[src/rtl/opamp_pkg.sv]
// Shared types and constants for the op-amp feedback loop sequencer:
// FSM state encoding, gain table, setpoint thresholds and reset values.
package opamp_pkg;

  typedef enum logic [2:0] {
    ST_IDLE    = 3'd0,
    ST_ISSUE_G = 3'd1,
    ST_WAIT_G  = 3'd2,
    ST_ISSUE_S = 3'd3,
    ST_WAIT_S  = 3'd4,
    ST_COMMIT  = 3'd5
  } state_e;

  // IEEE-754 single-precision gains: 270.0, 100.0, 50.0, 10.0
  localparam logic [31:0] GAIN_LE_100  = 32'h43870000;
  localparam logic [31:0] GAIN_LE_500  = 32'h42C80000;
  localparam logic [31:0] GAIN_MID     = 32'h42480000;
  localparam logic [31:0] GAIN_GE_2400 = 32'h41200000;

  localparam logic [31:0] THR_LOW  = 32'd100;
  localparam logic [31:0] THR_MID  = 32'd500;
  localparam logic [31:0] THR_HIGH = 32'd2400;

  localparam logic [39:0] MUL_OUT_RESET = 40'h3F80000000;

  function automatic logic [31:0] gain_select(input logic [31:0] setpoint);
    logic [31:0] gain;
    if (setpoint <= THR_LOW) begin
      gain = GAIN_LE_100;
    end else if (setpoint <= THR_MID) begin
      gain = GAIN_LE_500;
    end else if (setpoint >= THR_HIGH) begin
      gain = GAIN_GE_2400;
    end else begin
      gain = GAIN_MID;
    end
    return gain;
  endfunction

endpackage

[src/rtl/opamp_tick_gen.sv]
// Loop sample tick generator: counts 0..TICK_DIV-1 while enabled and flags
// the last count; held at zero while disabled.
module opamp_tick_gen
  import opamp_pkg::*;
#(
  parameter int TICK_DIV = 1000
) (
  input  logic clk,
  input  logic reset_n,
  input  logic enable,
  output logic tick
);

  localparam int CW = $clog2(TICK_DIV);
  localparam logic [CW-1:0] CNT_LAST = CW'(TICK_DIV - 1);
  localparam logic [CW-1:0] CNT_ZERO = CW'(0);
  localparam logic [CW-1:0] CNT_ONE  = CW'(1);

  logic [CW-1:0] count_r;

  // sample-period counter, cleared the cycle after enable drops
  always_ff @(posedge clk or negedge reset_n) begin
    if (!reset_n) begin
      count_r <= CNT_ZERO;
    end else if (!enable) begin
      count_r <= CNT_ZERO;
    end else if (count_r == CNT_LAST) begin
      count_r <= CNT_ZERO;
    end else begin
      count_r <= count_r + CNT_ONE;
    end
  end

  assign tick = enable & (count_r == CNT_LAST);

endmodule

[src/rtl/opamp_loop_sequencer.sv]
// Per-sample loop sequencer: time-shares one multiplier between the gain
// product and the filter-output square, then commits both with one strobe.
module opamp_loop_sequencer
  import opamp_pkg::*;
#(
  parameter int C_WIDTH  = 16,
  parameter int TICK_DIV = 1000,
  parameter int MUL_LAT  = 2
) (
  input  logic               clk,
  input  logic               reset_n,
  input  logic               enable,
  input  logic [C_WIDTH-1:0] non_inv,
  input  logic [32:0]        sum,
  input  logic [39:0]        filter_out,
  output logic [39:0]        mul_a,
  output logic [39:0]        mul_b,
  output logic               mul_start,
  input  logic [71:0]        mul_result,
  output logic [39:0]        mul_out,
  output logic [71:0]        square,
  output logic               sample_tick,
  output logic               busy,
  output logic               overrun
);

  localparam int WCW = (MUL_LAT > 1) ? $clog2(MUL_LAT) : 1;
  localparam logic [WCW-1:0] WAIT_LAST = WCW'(MUL_LAT - 1);
  localparam logic [WCW-1:0] WAIT_ZERO = WCW'(0);
  localparam logic [WCW-1:0] WAIT_ONE  = WCW'(1);

  logic               tick_s;
  state_e             state_r;
  state_e             next_state_s;
  logic [WCW-1:0]     wait_cnt_r;
  logic               wait_done_s;
  logic               snap_load_s;
  logic [C_WIDTH-1:0] non_inv_snap_r;
  logic [32:0]        sum_snap_r;
  logic [39:0]        filter_snap_r;
  logic [39:0]        pend_gain_r;
  logic [C_WIDTH-1:0] non_inv_src_s;
  logic [32:0]        sum_src_s;
  logic [39:0]        mul_a_s;
  logic [39:0]        mul_b_s;
  logic               mul_start_s;
  logic [39:0]        mul_a_r;
  logic [39:0]        mul_b_r;
  logic               mul_start_r;
  logic [39:0]        mul_out_r;
  logic [71:0]        square_r;
  logic               sample_tick_r;
  logic               busy_r;
  logic               overrun_r;

  opamp_tick_gen #(
    .TICK_DIV(TICK_DIV)
  ) u_tick_gen (
    .clk    (clk),
    .reset_n(reset_n),
    .enable (enable),
    .tick   (tick_s)
  );

  assign wait_done_s = (wait_cnt_r == WAIT_LAST);
  assign snap_load_s = (state_r == ST_IDLE) & tick_s;

  // FSM state register
  always_ff @(posedge clk or negedge reset_n) begin
    if (!reset_n) begin
      state_r <= ST_IDLE;
    end else begin
      state_r <= next_state_s;
    end
  end

  // FSM next-state logic
  always_comb begin
    next_state_s = state_r;
    case (state_r)
      ST_IDLE:    if (tick_s) next_state_s = ST_ISSUE_G; else next_state_s = ST_IDLE;
      ST_ISSUE_G: next_state_s = ST_WAIT_G;
      ST_WAIT_G:  if (wait_done_s) next_state_s = ST_ISSUE_S; else next_state_s = ST_WAIT_G;
      ST_ISSUE_S: next_state_s = ST_WAIT_S;
      ST_WAIT_S:  if (wait_done_s) next_state_s = ST_COMMIT; else next_state_s = ST_WAIT_S;
      ST_COMMIT:  next_state_s = ST_IDLE;
      default:    next_state_s = ST_IDLE;
    endcase
  end

  // multiplier latency counter, running only in the wait states
  always_ff @(posedge clk or negedge reset_n) begin
    if (!reset_n) begin
      wait_cnt_r <= WAIT_ZERO;
    end else if (((state_r == ST_WAIT_G) || (state_r == ST_WAIT_S)) && !wait_done_s) begin
      wait_cnt_r <= wait_cnt_r + WAIT_ONE;
    end else begin
      wait_cnt_r <= WAIT_ZERO;
    end
  end

  // FSM output logic: values for the next cycle, so outputs leave a register.
  // The gain issue is entered straight from IDLE, so it forwards the live
  // inputs that are being snapshotted in the same edge.
  always_comb begin
    non_inv_src_s = snap_load_s ? non_inv : non_inv_snap_r;
    sum_src_s     = snap_load_s ? sum : sum_snap_r;
    mul_a_s       = 40'h0;
    mul_b_s       = 40'h0;
    mul_start_s   = 1'b0;
    case (next_state_s)
      ST_ISSUE_G: begin
        mul_a_s     = {gain_select(32'(non_inv_src_s)), 8'h00};
        mul_b_s     = {sum_src_s, 7'b0000000};
        mul_start_s = 1'b1;
      end
      ST_ISSUE_S: begin
        mul_a_s     = filter_snap_r;
        mul_b_s     = filter_snap_r;
        mul_start_s = 1'b1;
      end
      ST_WAIT_G, ST_WAIT_S: begin
        mul_a_s = mul_a_r;
        mul_b_s = mul_b_r;
      end
      default: begin
        mul_a_s     = 40'h0;
        mul_b_s     = 40'h0;
        mul_start_s = 1'b0;
      end
    endcase
  end

  // input snapshot taken when a tick starts a new sample
  always_ff @(posedge clk or negedge reset_n) begin
    if (!reset_n) begin
      non_inv_snap_r <= '0;
      sum_snap_r     <= 33'h0;
      filter_snap_r  <= 40'h0;
    end else if (snap_load_s) begin
      non_inv_snap_r <= non_inv;
      sum_snap_r     <= sum;
      filter_snap_r  <= filter_out;
    end
  end

  // result capture; the square lands directly in its committed register so
  // both products are visible in the same cycle as sample_tick
  always_ff @(posedge clk or negedge reset_n) begin
    if (!reset_n) begin
      pend_gain_r <= 40'h0;
      mul_out_r   <= MUL_OUT_RESET;
      square_r    <= 72'h0;
    end else begin
      if ((state_r == ST_WAIT_G) && wait_done_s) begin
        pend_gain_r <= mul_result[71:32];
      end
      if ((state_r == ST_WAIT_S) && wait_done_s) begin
        mul_out_r <= pend_gain_r;
        square_r  <= mul_result;
      end
    end
  end

  // registered outputs; overrun is sticky until reset
  always_ff @(posedge clk or negedge reset_n) begin
    if (!reset_n) begin
      mul_a_r       <= 40'h0;
      mul_b_r       <= 40'h0;
      mul_start_r   <= 1'b0;
      sample_tick_r <= 1'b0;
      busy_r        <= 1'b0;
      overrun_r     <= 1'b0;
    end else begin
      mul_a_r       <= mul_a_s;
      mul_b_r       <= mul_b_s;
      mul_start_r   <= mul_start_s;
      sample_tick_r <= (next_state_s == ST_COMMIT);
      busy_r        <= (next_state_s != ST_IDLE);
      overrun_r     <= overrun_r | (tick_s & (state_r != ST_IDLE));
    end
  end

  assign mul_a       = mul_a_r;
  assign mul_b       = mul_b_r;
  assign mul_start   = mul_start_r;
  assign mul_out     = mul_out_r;
  assign square      = square_r;
  assign sample_tick = sample_tick_r;
  assign busy        = busy_r;
  assign overrun     = overrun_r;

endmodule

[config.mk]
export PLATFORM = sky130hd
export DESIGN_NAME = opamp_loop_sequencer
export DESIGN_NICKNAME = d
export VERILOG_FILES = /design/src/rtl/opamp_pkg.sv /design/src/rtl/opamp_tick_gen.sv /design/src/rtl/opamp_loop_sequencer.sv
export SDC_FILE = /design/constraint.sdc
export NUM_CORES = 1
export LEC_CHECK = 0
export CORE_ASPECT_RATIO = 1.1
export CORE_MARGIN = 1
export CORE_UTILIZATION = 46
export CTS_CLUSTER_DIAMETER = 40
export DETAILED_ROUTE_END_ITERATION = 10
export PLACE_DENSITY = 0.8
export REMOVE_ABC_BUFFERS = 1
export SYNTH_ARGS = -nofsm -noshare
export SYNTH_HDL_FRONTEND = slang
export SYNTH_SLANG_ARGS = --single-unit
[constraint.sdc]
create_clock -name clk -period 2.5 [get_ports clk]
set_input_delay 0.25 -clock clk [delete_from_list [all_inputs] [get_ports clk]]
set_output_delay 0.25 -clock clk [all_outputs]
set_load 0.1 [all_outputs]
==> run summary <==
# nets final: 1350
CTS root buf: clkbuf_16
wl on met1: 10820 um
Die X: 149.0 um
Worst EP required: 2.89 ns
FF-to-FF setup slack: 0.23 ns
htree depth: 2
total CTS buffers: 37
post-synthesis sequential area ratio: 0.6486
max-slew violations: 0
Worst path top cell family by delay: simple AND/OR/NAND/NOR gates
layout cell share with drive strength beyond 1: 0.3802
placed inst area: 14510 um2
fin worst setup slack: 0.2286 ns
Synth Instances: 808
DIE HEIGHT: 163.7 um
share of the synthesized area in the top cell type: 0.6318
pwr/cell area: 725.0 nW/um2
arrival time at the worst endpoint: 2.66 ns
Post-Syn Area: 10930 um2
Slew @ Worst Pin: 0.5410 ns
Final Instance Area: 15750 um2
post-route minimum period: 2.271 ns
top-level port count: 360
Synth async-reset ratio: 1.000
leading area contributor after synthesis: dfrtp_1
Place WS: 0.02292 ns
Seq cells post-synth: 283
Setup crit start kind: flop
critical-path cell list: or4b_4 > or4_2 > buf_4 > a221oi_1
status: finished, final reports clean
metal3 WL: 2249 um
Top Layer Used: met5
setup TNS: 0 ns
CTS tree: done
IO buf count: 359
crit path capture: mul_start
worst hold path class: in2reg
# diodes: 0
WHS: 0.2847 ns
MaxCap Viol Count: 0
GP Congestion: 0.7525
final hold vios: 0
Area growth syn-to-layout: 44.09%
Post-synth top cells: dfrtp_1, mux2_2, nand2_1
FF-to-FF End: mul_start
setup bufs post-CTS: 0
Avg WL per Cell: 18.23 um
CTS clk-pin slew, worst paths: 0.06 ns
worst skew pair latency: 0.50 ns
dpl hpwl: 19680 um
Post-synth EDFFs: 0
Critical path buffers and inverters: 1
Cell Rows: 58
Vias per Instance: 5.110
period utilization: 0.9085
CP max stage delay: 0.64 ns
Ys Warns: 0
Clock Tree Buf Depth: 3
top cells by area, synth: dfrtp_1, mux2_2, nand2_1
Top FF cell, synth: dfrtp_1
Final setup viols: 0
worst setup path startpoint: state_r[1]
WS Path Type: reg2reg
most frequent cell after synthesis: dfrtp_1
Pre-Repair DR Iteration Count: 7
DRC: 0
Initial Util: 0.4737
number of cells on the critical path: 4
gr usage total: 0.2244
CTS sink count: 283
largest net degree at the start of global routing: 68
drt total wl: 27520 um
vias in the first global route: 8031
CP max FO: 16
Relative slew margins: 0.6348
clk_skew: 0.01356 ns
Remaining Overflow, GRT: 0
RSZ-0062 raised after global routing: false
Vias: 7716
Worst Reg-to-Reg Cells: 4
Unique masters post-synth: 44
DIE AREA: 24390 um2
highest clock rate: 440.3 MHz
Reg-to-Reg Start: state_r[1]
initial antenna violation count: 1
Peak VDD IR: 570.7 uV
slowest CP cell: or4_2
syn avg cell area: 13.53 um2
first-pass GRT wire length: 42660 um
Core Box Area: 23080 um2
ANT nets after route: 0
Met2 Wirelength: 13640 um
Setup crit end kind: flop
DRT iter0 DRCs: 272
Leak Pwr: 7.598 nW
[timing repair]
action / 4_1_cts / 5_1_grt
hold buffers: 1 / 0
resized for setup: 0 / 0
hold endpoints to repair: 58 / 0
[worst min-delay path: cells and delay by family]
family | cells | cell delay (ns)
and+or+nand+nor | 2 | 0.09
buffers and inverters | 1 | 0.39
[power by group]
| group | internal, mW | switching, mW |
|---|---|---|
| sequential | 4.75 | 0.0855 |
| clock | 3.26 | 1.91 |
| combinational | 0.465 | 0.946 |
[cell usage in the layout (no fill, tap or decap), drive strengths merged, types with 5 or more instances in the layout]
| cell type | netlist | routed |
|---|---|---|
| o211ai | 5 | 5 |
| nor2 | 16 | 16 |
| dfstp | 7 | 7 |
| a22o | 7 | 7 |
| xnor2 | 5 | 5 |
| a21o | 23 | 23 |
| xor2 | 5 | 5 |
| dfrtp | 276 | 276 |
| nor3 | 6 | 6 |
| nand3 | 5 | 5 |
| inv | 8 | 10 |
| and2 | 31 | 31 |
| mux2 | 152 | 152 |
| buf | 31 | 229 |
| o21ai | 5 | 5 |
| clkbuf | 23 | 53 |
| clkinv | 0 | 5 |
| a221o | 30 | 30 |
| clkdlybuf4s50 | 0 | 162 |
| nand2 | 136 | 136 |
| a211o | 6 | 6 |
[layer usage]
layer | GRT usage | vias to the layer above
met5 | 0 | -
met4 | 0.07978 | 2
met3 | 0.07179 | 63
met2 | 0.3689 | 277
met1 | 0.2772 | 3824
li1 | - | 3550
[how the worst min path moves through the flow]
| stage | from | end | slack [ns] | cells past startpoint |
|---|---|---|---|---|
| 3_3_place_gp | reset_n | pend_gain_r[32] | 0.25 | 1 |
| 4_1_cts | filter_out[39] | filter_snap_r[39] | 0.26 | 3 |
| 3_5_place_dp | reset_n | pend_gain_r[32] | 0.25 | 1 |
| 2_1_floorplan | reset_n | busy | -0.05 | 0 |
| 5_1_grt | filter_out[33] | filter_snap_r[33] | 0.29 | 3 |
| 6_report | filter_out[39] | filter_snap_r[39] | 0.28 | 3 |
[cells by family (layout without fill, tap and decap cells)]
group | after synthesis | after routing | share of synthesized area
adder cells (fa/ha/maj) | 1 | 1 | 0.001144
buffers and inverters | 62 | 464 | 0.02724
XOR/XNOR | 10 | 10 | 0.008012
AND/OR/NAND/NOR | 215 | 215 | 0.09260
multiplexers | 152 | 152 | 0.1566
flip-flops | 283 | 283 | 0.6486
AO/OA/AOI/OAI | 85 | 85 | 0.06581
[layout make-up]
class	count	area (um2)
Clock buffer	53	1096
Clock inverter	11	131.4
Fill cell	1697	7326
Inverter	8	30.03
Multi-Input combinational cell	463	3557
Sequential cell	283	7091
Tap cell	300	375.4
Timing Repair Buffer	392	3471
[sequential cells by signal, summed over array words and instances (netlist names)]
| name | cells |
|---|---|
| mul_b | 33 |
| state_r | 3 |
| mul_a | 40 |
| u_tick_gen.count_r | 10 |
| overrun | 1 |
| busy | 1 |
| filter_snap_r | 40 |
| pend_gain_r | 40 |
| mul_start | 1 |
| sample_tick | 1 |
| mul_out | 40 |
| wait_cnt_r | 1 |
| square | 72 |
[per-stage QoR]
stage | total power, mW | util | cells
4_1_cts | 11.55 | 0.6826 | 1510
2_1_floorplan | 5.734 | - | 754
5_1_grt | 11.81 | 0.6826 | 1510
6_report | 11.42 | 0.6826 | 1510
3_3_place_gp | 6.311 | 0.6289 | 1445
3_5_place_dp | 6.334 | 0.6289 | 1445
No activity file was read; power rests on OpenSTA's default activity.
